## config.mk

```make
export PLATFORM = sky130hd
export DESIGN_NAME = kalman_gain_seq
export DESIGN_NICKNAME = d
export VERILOG_FILES = /design/src/rtl/kalman_gain_seq.sv
export SDC_FILE = /design/constraint.sdc
export NUM_CORES = 1
export LEC_CHECK = 0
export CAP_MARGIN = 20
export CELL_PAD_IN_SITES_DETAIL_PLACEMENT = 0
export CELL_PAD_IN_SITES_GLOBAL_PLACEMENT = 2
export CORE_UTILIZATION = 33
export DETAILED_ROUTE_END_ITERATION = 12
export PLACE_DENSITY = 0.79
export SYNTH_ARGS = -nofsm -noshare
export SYNTH_HDL_FRONTEND = slang
export SYNTH_SLANG_ARGS = --single-unit
```

## constraint.sdc

```tcl
create_clock -name clk -period 3.45 [get_ports clk]
set_input_delay 1.035 -clock clk [delete_from_list [all_inputs] [get_ports clk]]
set_output_delay 1.035 -clock clk [all_outputs]
set_load 0.05 [all_outputs]
```

## src/rtl/kalman_gain_seq.sv

```systemverilog
// Sequential Kalman gain: K0 = P00*2^13/S then K1 = P10*2^13/S through one shared
// restoring divider. Define KALMAN_GAIN_ROUND_EN for 14-iteration round-half-up gains.
module kalman_gain_seq (
  input  logic        clk,
  input  logic        rst,
  input  logic        start,
  input  logic [22:0] S_in,
  input  logic [22:0] P00_in,
  input  logic [22:0] P10_in,
  output logic        busy,
  output logic        done,
  output logic        div0_err,
  output logic        sat,
  output logic [12:0] K0_out,
  output logic [12:0] K1_out,
  output logic [1:0]  o_dbg_state
);

`ifdef KALMAN_GAIN_ROUND_EN
  localparam int N = 14;
`else
  localparam int N = 13;
`endif

  // Handshake: start is accepted only while busy is low (IDLE); busy then stays high
  // until done has pulsed for exactly one cycle, and starts seen while busy are dropped.
  typedef enum logic [1:0] {IDLE = 2'd0, DIV0 = 2'd1, DIV1 = 2'd2, DONE = 2'd3} state_t;

  state_t        r_state;
  logic [22:0]   r_s;
  logic [22:0]   r_p10;
  logic [23:0]   r_rem;
  logic [N-1:0]  r_quo;
  logic [3:0]    r_cnt;
  logic [13:0]   r_k0;
  logic          r_sat0;
  logic          r_sat1;
  logic          r_div0;

  logic [24:0]   w_r2;
  logic          w_ge;
  logic [23:0]   w_sub;
  logic [23:0]   w_rem_nxt;
  logic [N-1:0]  w_quo_nxt;
  logic          w_last;
  logic [13:0]   w_g0;
  logic [13:0]   w_g1;

  // Returns {saturated, gain}; the saturated flag folds in rounding overflow.
  function automatic logic [13:0] f_gain(input logic [N-1:0] q, input logic s);
`ifdef KALMAN_GAIN_ROUND_EN
    logic [13:0] r;
    r = {1'b0, q[N-1:1]} + {13'd0, q[0]};
    if (s || r[13]) f_gain = {1'b1, 13'h1fff};
    else            f_gain = {1'b0, r[12:0]};
`else
    f_gain = s ? {1'b1, 13'h1fff} : {1'b0, q};
`endif
  endfunction

  // Bit 24 of the doubled remainder only matters when the gain is already saturated.
  assign w_r2      = {r_rem, 1'b0};
  assign w_ge      = (w_r2 >= {2'b00, r_s});
  assign w_sub     = w_r2[23:0] - {1'b0, r_s};
  assign w_rem_nxt = w_ge ? w_sub : w_r2[23:0];
  assign w_quo_nxt = {r_quo[N-2:0], w_ge};
  assign w_last    = (r_cnt == 4'(N - 1));
  assign w_g0      = f_gain(w_quo_nxt, r_sat0);
  assign w_g1      = f_gain(w_quo_nxt, r_sat1);
  assign o_dbg_state = r_state;

  always_ff @(posedge clk) begin
    if (rst) begin
      r_state  <= IDLE;
      r_s      <= '0;
      r_p10    <= '0;
      r_rem    <= '0;
      r_quo    <= '0;
      r_cnt    <= '0;
      r_k0     <= '0;
      r_sat0   <= 1'b0;
      r_sat1   <= 1'b0;
      r_div0   <= 1'b0;
      busy     <= 1'b0;
      done     <= 1'b0;
      div0_err <= 1'b0;
      sat      <= 1'b0;
      K0_out   <= '0;
      K1_out   <= '0;
    end else begin
      case (r_state)
        IDLE: begin
          if (start) begin
            r_s     <= S_in;
            r_p10   <= P10_in;
            r_rem   <= {1'b0, P00_in};
            r_quo   <= '0;
            r_cnt   <= '0;
            r_sat0  <= (P00_in >= S_in);
            r_sat1  <= (P10_in >= S_in);
            r_div0  <= (S_in == 23'd0);
            busy    <= 1'b1;
            r_state <= DIV0;
          end
        end
        DIV0: begin
          r_rem <= w_rem_nxt;
          r_quo <= w_quo_nxt;
          r_cnt <= r_cnt + 4'd1;
          if (w_last) begin
            r_k0    <= w_g0;
            r_rem   <= {1'b0, r_p10};
            r_quo   <= '0;
            r_cnt   <= '0;
            r_state <= DIV1;
          end
        end
        DIV1: begin
          r_rem <= w_rem_nxt;
          r_quo <= w_quo_nxt;
          r_cnt <= r_cnt + 4'd1;
          if (w_last) begin
            r_cnt    <= '0;
            K0_out   <= r_k0[12:0];
            K1_out   <= w_g1[12:0];
            sat      <= r_k0[13] | w_g1[13];
            div0_err <= r_div0;
            done     <= 1'b1;
            r_state  <= DONE;
          end
        end
        default: begin
          done    <= 1'b0;
          busy    <= 1'b0;
          r_state <= IDLE;
        end
      endcase
    end
  end

endmodule

```

# ---- After elaboration in Yosys (flattened, before gate mapping)
# Index checks and enable logic that the tools add are counted.
dict set report word_totals {
  rom_bits 0
  ff_bits 135
  elab_cells 64
  mem_count 0
  ram_bits 0
  out_inout_bits 32
  latch_bits 0
  input_bits 72
}
dict set report op_classes {
  n_bitwise 3
  n_lt_le_gt_ge 3
  reduce_logical 14
  shift 0
  n_div 0
  addsub 2
  muxes 20
  n_eq_ne 6
  mul 0
}
# operator count
set ops {}
lappend ops {{24-bit 2-to-1 mux} 3}
lappend ops {{24-bit case mux with 3 select lines} 1}
lappend ops {{23-bit >= comparator} 2}
lappend ops {{12-bit case mux with 3 select lines} 1}
lappend ops {{14-bit 2-to-1 mux} 2}
lappend ops {{25-bit by 23-bit >= comparator with 1-bit output} 1}
lappend ops {{12-bit 2-to-1 mux} 2}
lappend ops {{24-bit by 23-bit subtractor with 24-bit output} 1}
lappend ops {{23-bit zero test} 1}
lappend ops {{2-bit AND reduction} 7}
lappend ops {{4-bit 2-to-1 mux} 2}
lappend ops {{4-bit case mux with 2 select lines} 1}
lappend ops {{2-bit 2-to-1 mux} 3}
lappend ops {{2-bit inequality test (second input constant)} 3}
lappend ops {{2-bit case mux with 3 select lines} 1}
lappend ops {{4-bit by 1-bit adder with 4-bit output (second input constant)} 1}
lappend ops {{4-bit equality test (second input constant)} 1}
lappend ops {{1-bit case mux with 2 select lines} 2}
lappend ops {{2-bit OR reduction} 2}
lappend ops {{3-bit AND reduction} 1}
lappend ops {{3-bit nonzero test} 1}
lappend ops {{2-bit by 1-bit equality test with 1-bit output (second input constant)} 1}
lappend ops {{2-bit equality test (second input constant)} 1}
lappend ops {{2-bit zero test} 1}
lappend ops {{other kinds (4)} 6}

# ---- Depth between registers and ports, before layout
# Gate-level depths: netlist of run 1.
dict set report depth {
  ltp_word 4
  depth_mapped 14
}

# ---- Least setup slack after synthesis of run 1
# No wires, ideal clock.
dict set report synth_timing {
  path_type {in2reg}
  startpoint {in S_in[1]}
  endpoint {reg r_sat1}
  t_required_ns 3.321
  n_path_buf 0
  path_stages 11
  slack_ns 0.689
  setup_time_ns 0.129
  t_arrival_ns 2.632
  path_cell_list {inv_1 > ha_1 > nor2b_1 > o21a_1 > o21a_1 > o21a_1 > o21a_1 > o2111ai_1 > a41oi_1 > o31ai_1 > a21oi_1}
}
dict set report synth_between {
  elab_chain_len 1
}
# element line
set synth_rtl {}
lappend synth_rtl {{start: declaration} 7} ;# input logic [22:0] S_in,
lappend synth_rtl {{23-bit >= comparator} 100} ;# r_sat1 <= (P10_in >= S_in);
lappend synth_rtl {{end signal: assignment} 100}
lappend synth_rtl {{end: declaration} 37} ;# logic r_sat1;
# Every way passes these cells.
# A chain may end at the register's enable or synchronous reset.

# ---- Final worst setup path of run 1
dict set report layout_timing {
  startpoint {reg r_s[8]}
  endpoint {reg r_rem[11]}
}
dict set report layout_between {
  elab_chain_len 4
  word_cells_on_any_way 5
  classes_between {1 x add/sub; 1 x order compare; 3 x mux}
}
# element line
set layout_rtl {}
lappend layout_rtl {{start: declaration} 30} ;# logic [22:0] r_s;
lappend layout_rtl {{start signal: assignment} 94} ;# r_s <= S_in;
lappend layout_rtl {{24-bit by 23-bit subtractor with 24-bit output or 25-bit by 23-bit >= comparator with 1-bit output (tied branches)} {64, 63}}
lappend layout_rtl {{24-bit 2-to-1 mux (*)} 65} ;# assign w_rem_nxt = w_ge ? w_sub : w_r2[23:0];
lappend layout_rtl {{24-bit 2-to-1 mux} 110} ;# if (w_last) begin
lappend layout_rtl {{24-bit case mux with 3 select lines (*)} 91} ;# case (r_state)
lappend layout_rtl {{end signal: assignment} 96} ;# r_rem <= {1'b0, P00_in};
lappend layout_rtl {{end signal: assignment} 107} ;# r_rem <= w_rem_nxt;
lappend layout_rtl {{end signal: assignment} 112} ;# r_rem <= {1'b0, r_p10};
lappend layout_rtl {{end: declaration} 32} ;# logic [23:0] r_rem;
# Every way passes the cells marked *; elsewhere a longest branch is shown, timed or not.

==> results list, run 1 <==
- Total standard cell area after synthesis: 0.007991 mm^2
* Critical path data required time: 3.74 ns
* Largest net degree at the start of global routing: between 40 and 50
* Tmin final: 3.211 ns
- Summed over all instances, the cell type with the most area after synthesis is dfxtp_1.
- Count of maximum capacitance violations: 0
- Of the total synthesized cell area, the portion taken by full adders, half adders and majority gates is 0.1199.
* Horizontal extent of the die: approximately 160 um
* Max Root-Sink Buffers: 2
- After clock tree synthesis, the clock-pin slew on the worst setup and hold paths is 0.07 ns.
- After filler insertion, the fill cell instance count of the layout stands at 2466.
- Hold path startpoint: K0_out[4]
* Highest clock rate: 0.3114 GHz
- The count of nets left with antenna violations once routing finished came out at 0.
* Top_reg_cell synth: dfxtp_1
* Number of endpoints failing setup at the final stage: 0
- Leading cell types in the layout, fill and taps excluded: 158 x nand2_1, 135 x dfxtp_1, 102 x a21oi_1, 102 x clkdlybuf4s50_1, 87 x nor2_1
- Data arrives at the worst endpoint at 3.51 ns.
- Unrepaired setup endpoints after global routing: false
* Post-synthesis net count: 1146
- Once layout is complete, the utilization of the core stands at 0.4302.
* Warnings from Yosys: 0
* TritonCTS Sinks: 135
* Critical path launch point type: flip-flop
* Delay of the slowest cell on the worst path: between 0.6 and 0.7 ns
- Of the post-synthesis cell area, the part taken by muxes is 0.02756.
* Number of cell rows: between 50 and 60
- Counting cells, the worst reg-to-reg path comes to 11.
- Final wirelength: around 26000 um
- Sequence of cells on the critical path: inv_1, ha_1, and4_4, nand3_2, a21oi_2, nor3_2, o31a_4, o21ai_2, mux2_4, a221oi_2, nor4_1
- TritonCTS built the clock tree.
- Counting flops with an async set or reset pin after synthesis yields a share of 0.
- For the worst-skew pair, the clock arrives at the later sink with an insertion delay of 0.43 ns.
* Transition time of the tightest slew-check pin: 0.8233 ns
- Beginning of the critical path: r_s[8]
- The worst hold path terminates at K0_out[4].
- For this design the static power due to leakage is roughly 4.1 nW.
- Counting flops and latches in the post-synthesis netlist gives 135.
- For this run, the register share of the synthesized area comes to 0.3382.
* Smallest hold slack: between 0.4 and 0.5 ns
- Hold_buf cts: 0
- Clock Skews: 0.01280 ns
- For this run, design rule violations remaining after detail routing come to 0.
* Max-slew headroom: 0.4511
- CP max FO: 11
* Wire length of the first global-routing pass: 40660 um
- Clock tree root buffer cell: clkbuf_16
* Quantity of I/O buffers inserted on ports: 103
- H-tree Lvls: 4
- Status: finished clean
- Minimum setup slack among reg-to-reg paths: 0.24 ns
* Dominant combinational cell family by area after synthesis: simple AND/OR/NAND/NOR gates
- Dividing total power by cell area gives a power density of between 800 and 900 mW/mm^2.
* Number of enable-type register cells in the synthesized netlist: 0
- For this block, the via count after detailed routing is 7455.
- Synthesized area per cell: 8.007 um^2
- Detailed router's first-iteration violation count: 382
- Launch point of the worst reg-to-reg path: r_s[8]
* IR drop worst, VDD: 379.2 uV
- R2R Path End: r_rem[11]
- Placed cells: 1400
* Global-route usage over all layers: 0.2161
- The share of synthesized area in the top cell type comes to 0.3382.
- Startpoint-to-endpoint class of the critical path: reg2reg
- Synthesis instantiated 63 different standard cells from the library.
* Number of clock buffers inserted by TritonCTS: 17
- 0 antenna diodes ended up in the layout.
- 104 I/O pins were placed.
- Number of nets in the layout: 1251
- Fraction of synthesized cell area in xor and xnor cells: 0.02411
- For this run, the detailed router's first-pass iteration total came to 5.
* Min-Delay Path Depth: 2
* Slew Viols, Final: 0
- Die span in y: 157.6 um
- Top cells by area in the synthesized netlist: dfxtp_1 34%, ha_1 12%, nand2_1 7.4%, a21oi_1 6.4%, nor3_1 5.1%
- The die covers 0.02484 mm^2.
- Post-DP HPWL: 19410 um
* Initial Util: 0.3384
- For this run the aggregate overflow at the end of global routing stands at 0.
* Avg WL per Cell: 18.12 um
- GP Congestion: 0.8267
- In the routed layout, each cell is associated on average with a via count of 5.195.
* Fraction of the cycle the final worst path needs: 0.9307
- Min-Delay Path Class: reg2reg
- For this design, the slowest cell found on the critical path is o21ai_2.
- Counting every instance in the synthesized netlist gives 998.
- The total area inside the core boundary comes to between 0.02 and 0.025 mm^2.
- Layout Cells excl Fill: around 1400
- In the final layout, the share of cells above drive strength 1 is 0.1147.
* Initial antenna violation count: 0
* Final hold violation count: 0
- The area fraction in compound gates after synthesis is 0.2071.
* Most common library cell in the layout ignoring fill and taps: nand2_1
* Via count of the first global-routing pass: ~7100
- STA classifies the critical path endpoint as a flip-flop.
* Area fraction in and, or, nand and nor cells after synthesis: 0.2247
- Compared with the post-synthesis result, the final layout area differs by 27.10%.
==> per-stage QoR <==
stage / setup TNS, ns / power (mW) / instance area [um^2] / setup WS, ns
floorplan: 0 / 5.448 / 7991 / 0.6893
global placement: -0.05467 / 6.725 / 9503 / -0.05467
detailed placement: -0.05844 / 6.711 / 9503 / -0.05844
CTS: 0 / 8.586 / 10090 / 0.1066
global route: 0 / 9.173 / 10160 / 0.05413
finish: 0 / 8.603 / 10160 / 0.2391
==> cell type report <==
| type | instances | area (um^2) | share of cell area |
|---|---|---|---|
| flip-flops and latches | 135 | 2703 | 0.2661 |
| repair buffers | 144 | 1414 | 0.1392 |
| clock inverters | 14 | 151.4 | 0.01491 |
| well taps | 319 | 399.1 | 0.03930 |
| clock buffers | 18 | 439.2 | 0.04324 |
| inverters | 57 | 214.0 | 0.02106 |
| multi-input cells | 748 | 4837 | 0.4762 |
==> logic make-up after synthesis <==
logic type | after synthesis
compound gates | 234
xor+xnor | 22
fa+ha+maj | 76
buf+inv | 116
flops | 135
mux | 15
simple gates | 400
==> cells in the mapped netlist (all sizes together), types with 14 or more instances <==
master  count
nand2     158
dfxtp     135
a21oi     106
nor2       87
nor3       82
ha         75
inv        57
clkbuf     45
o21ai      27
nor4       21
a21o       19
a221oi     18
xnor2      15
a22oi      14
buf        14
mux2       14
nand3      14
==> how the worst max path moves through the flow <==
stage	cells past startpoint	endpoint
after floorplan	11	r_sat1
after global placement	12	r_sat1
after detailed placement	12	r_sat1
after CTS	12	r_rem[18]
after global routing	11	r_rem[3]
final	11	r_rem[11]
==> per-layer routing <==
metal / wire (um) / global-route usage
met3: 1049 / 0.03285
met2: 10960 / 0.3118
met1: 13620 / 0.3241
met4: 381 / 0.06796
met5: 0 / 0
==> flip-flops by register name, indices dropped and copies added, names as in the netlist <==
| register | count |
|---|---|
| r_s | 23 |
| div0_err | 1 |
| o_dbg_state | 2 |
| busy | 1 |
| r_rem | 24 |
| r_div0 | 1 |
| K0_out | 13 |
| r_p10 | 23 |
| r_sat1 | 1 |
| sat | 1 |
| r_sat0 | 1 |
| r_k0 | 14 |
| done | 1 |
| r_quo | 12 |
| r_cnt | 4 |
| K1_out | 13 |
==> power breakdown <==
group / switching (mW) / internal (mW)
combinational: 2.69 / 2.06
sequential: 0.218 / 1.80
clock: 0.795 / 1.04
==> critical path: cells and delay by family (launching register included) <==
family | cells | cell delay [ns]
buffers and inverters | 1 | 0.05
DFF | 1 | 0.33
adders and majority gates | 1 | 0.38
muxes | 1 | 0.36
AOI/OAI and AO/OA | 4 | 1.44
and+or+nand+nor | 4 | 0.51
==> repair_timing <==
| action | in CTS | in global routing |
|---|---|---|
| buffers inserted | 0 | 0 |
| gates resized for setup | 0 | 0 |
| endpoints found under the setup margin | 0 | 3 |
(Power assumes the default switching activity.)
==> inputs of run 2 (changes only) <==
- CAP_MARGIN: 20 -> default
- CORE_UTILIZATION: 33 -> 38
- DONT_BUFFER_PORTS: default -> 1
- clock period: 3.45 -> 3.3 ns (I/O delays scaled with it)
==> run 2 against run 1 <==
Net effect: via count shrank 6.4%; clock skew shrank 0.0039 ns; non-clock buffer count shrank 127; setup slack lost 0.074 ns; power shrank 0.22%; sequential share of layout area grew 4.1 points; final area shrank 13%; final cell count shrank 12%; utilization grew 0.12 points; flip-flop and latch count is the same; critical path type unchanged; largest cell class unchanged.
==> results list, run 2 (synthesis results as in run 1) <==
- The flow ran to the end, and the final reports show no timing, DRC or antenna violations.
* Leading cell types in the layout, fill and taps excluded: 157 x nand2_1, 135 x dfxtp_1, 102 x a21oi_1, 87 x nor2_1, 81 x nor3_1
- The number of DRC markers in iteration 0 came to 421 (+10%).
- Clock tree root buffer cell: clkbuf_16
* Quantity of I/O buffers inserted on ports: 0 (-100%)
- Clock Skews: 0.008919 ns (-0.003877 ns)
* Largest net degree at the start of global routing: 137 (+180%)
- The first-pass iteration count of the detailed router was 5 (unchanged).
* CP max FO: 18 (+7)
* Slew Viols, Final: 0 (unchanged)
* Hold_buf cts: 0 (unchanged)
- The hold violation count in the final report was 0 (unchanged).
* Top-Level Pins: 104 (unchanged)
- Number of cell rows: 52 (-7.1%)
- IR drop worst, VDD: 445.1 uV (+17%)
- Tmin final: 3.135 ns (-0.07596 ns)
* H-tree Lvls: 4 (unchanged)
- Filler instances: 2123 (-14%)
- TritonCTS built the clock tree.
* Horizontal extent of the die: 147.0 um (-6.7%)
* Max-slew headroom: 0.3395 (-0.1115)
* Count of maximum capacitance violations: 0 (unchanged)
* Aggregate negative setup slack: 0 ns (unchanged)
* Via count of the first global-routing pass: 6679 (-5.7%)
- The number of antenna violations at the first check in global routing is 0 (unchanged).
* Most common library cell in the layout ignoring fill and taps: nand2_1
- Unrepaired setup endpoints after global routing: false
- Global-route usage over all layers: 0.2391 (+0.02302)
- The final HPWL from detailed placement came to 18550 um (-4.5%).
- Hold path startpoint: r_k0[3]
- Crit path capture type: flip-flop
* Layout-stage area growth over the synthesis result: 10.29%
- Data arrival time of the critical path: 3.44 ns (-0.07 ns)
* Initial Util: 0.3912 (+0.05273)
- Count of inserted antenna diode cells: 0 (unchanged)
* Total of cells resized after clock tree synthesis: 0 (unchanged)
- Static power due to leakage: 3.571 nW (-13%)
* Share of layout cells above drive strength 1: 0.1053 (-0.009432)
- Startpoint-to-endpoint class of the critical path: reg2reg
- The number of non-filler instances in the completed layout is 1258 (-12%).
- The DRC violations left came to 0 (unchanged).
* Worst slack at placement: 0.1981 ns (+0.2565 ns)
* Max FFs per register: 24 (unchanged)
* Die span in y: 147.0 um (-6.7%)
- The count of buffers added by post-CTS timing repair for setup is 0 (unchanged).
- The critical path starts at r_s[18].
* Gr ovfl total: 0 (unchanged)
* Biggest register: r_rem
- The placer's final routability congestion estimate came to 0.8589 (+3.9%).
- The total of endpoints with negative setup slack in the final report came to 0 (unchanged).
- P per Cell Area: 974.0 mW/mm^2 (+15%)
- Top flop regs: r_rem: 24 flops, r_p10: 23 flops, r_s: 23 flops
- The clock transition at the registers of the reported paths was 0.07 ns (about the same).
- The detailed-route vias per instance was 5.549 (+6.8%).
* Launch point of the worst reg-to-reg path: r_s[18]
- The tightest min-delay check is of the reg2reg type.
- Remaining number of nets flagged by the antenna check after routing: 0 (unchanged)
- Final wirelength: 24980 um (-3.9%)
- The number of clock sinks is 135 (unchanged).
- The fmax came to 0.3190 GHz (+2.4%).
* Critical path launch point type: flip-flop
* Final Worst Setup Slack: 0.1651 ns (-0.07404 ns)
* Number of clock buffers inserted by TritonCTS: 17 (unchanged)
- The clock latency reported for the late side of the worst-skew pair is 0.42 ns (about the same).
- The data required time of the worst path is 3.60 ns (-0.14 ns).
* Avg WL per Cell: 19.86 um (+9.6%)
- Transition time of the tightest slew-check pin: 0.9883 ns (+0.1650 ns)
- The final net count is 1123 (-10%).
- Area enclosed by the die boundary: 0.02161 mm^2 (-13%)
- The fraction of the cycle the final worst path needs came to 0.9500 (+0.01929).
* Wire length of the first global-routing pass: 39430 um (-3.0%)
- Placed cells: 1226 (-12%)
- The overall via count from detail_route came to 6981 (-6.4%).
- The area of the core region came to 0.02043 mm^2 (-13%).
- The maximum count of clock buffers along a single path was 2 (unchanged).
## run 2: cell type report
type                       count  area [um^2]  area share
clock buffer                  17        425.4     0.04827
clock inverter                15        136.4     0.01547
multi-input combinational    747         4832      0.5483
timing repair buffer          17        165.2     0.01874
inverter                      57        214.0     0.02428
tap                          270        337.8     0.03833
sequential                   135         2703      0.3066
## run 2: routing by layer
| layer | up-vias | track usage | part of all wire | routed length [um] |
|---|---|---|---|---|
| li1 | 3476 | - | - | - |
| met1 | 3314 | 0.3610 | 0.52 | 13010 |
| met2 | 175 | 0.3372 | 0.41 | 10260 |
| met3 | 16 | 0.05870 | 0.059 | 1466 |
| met4 | 0 | 0.05361 | 0.010 | 250 |
| met5 | - | 0 | 0 | 0 |
## run 2: through the flow
step	power (mW)	utilization	hold slack (ns)	area [um^2]
6_report	8.584	0.4314	0.4468	8813
3_5_place_dp	6.729	0.4039	0.4403	8252
3_3_place_gp	6.769	0.4039	0.4376	8252
2_1_floorplan	5.696	-	0.4323	7991
4_1_cts	8.600	0.4314	0.4497	8813
5_1_grt	9.153	0.4314	0.4672	8813
## run 2: where the power goes
part	internal [mW]	total, mW	leakage (nW)	switching [mW]
clock	0.993	1.83	0.274	0.841
sequential	1.88	2.13	1.10	0.244
combinational	1.98	4.63	2.20	2.64
## run 2: critical path, cell delays in order (launching register included)
cell and delay (ns):
dfxtp_1 0.34, inv_1 0.05, ha_1 0.39, nand4_1 0.20, inv_1 0.10, nand4_1 0.14, o41ai_1 0.66, a211oi_2 0.13
o21ai_4 0.16, buf_12 0.21, mux2_4 0.32, a221oi_2 0.23, nor4_1 0.07
## run 2: final timing paths
path,endpoint,slack (ns),cells after the start
setup / recovery,r_rem[3],0.17,12
hold / removal,K0_out[3],0.45,2
setup reg to reg,r_rem[3],0.17,12
hold reg to reg,K0_out[3],0.45,2
==> inputs of run 3 (changes only) <==
- HOLD_SLACK_MARGIN: default -> 0.03
==> results of run 3 <==
Final layout, timing and power as in run 2 (identical DEF).
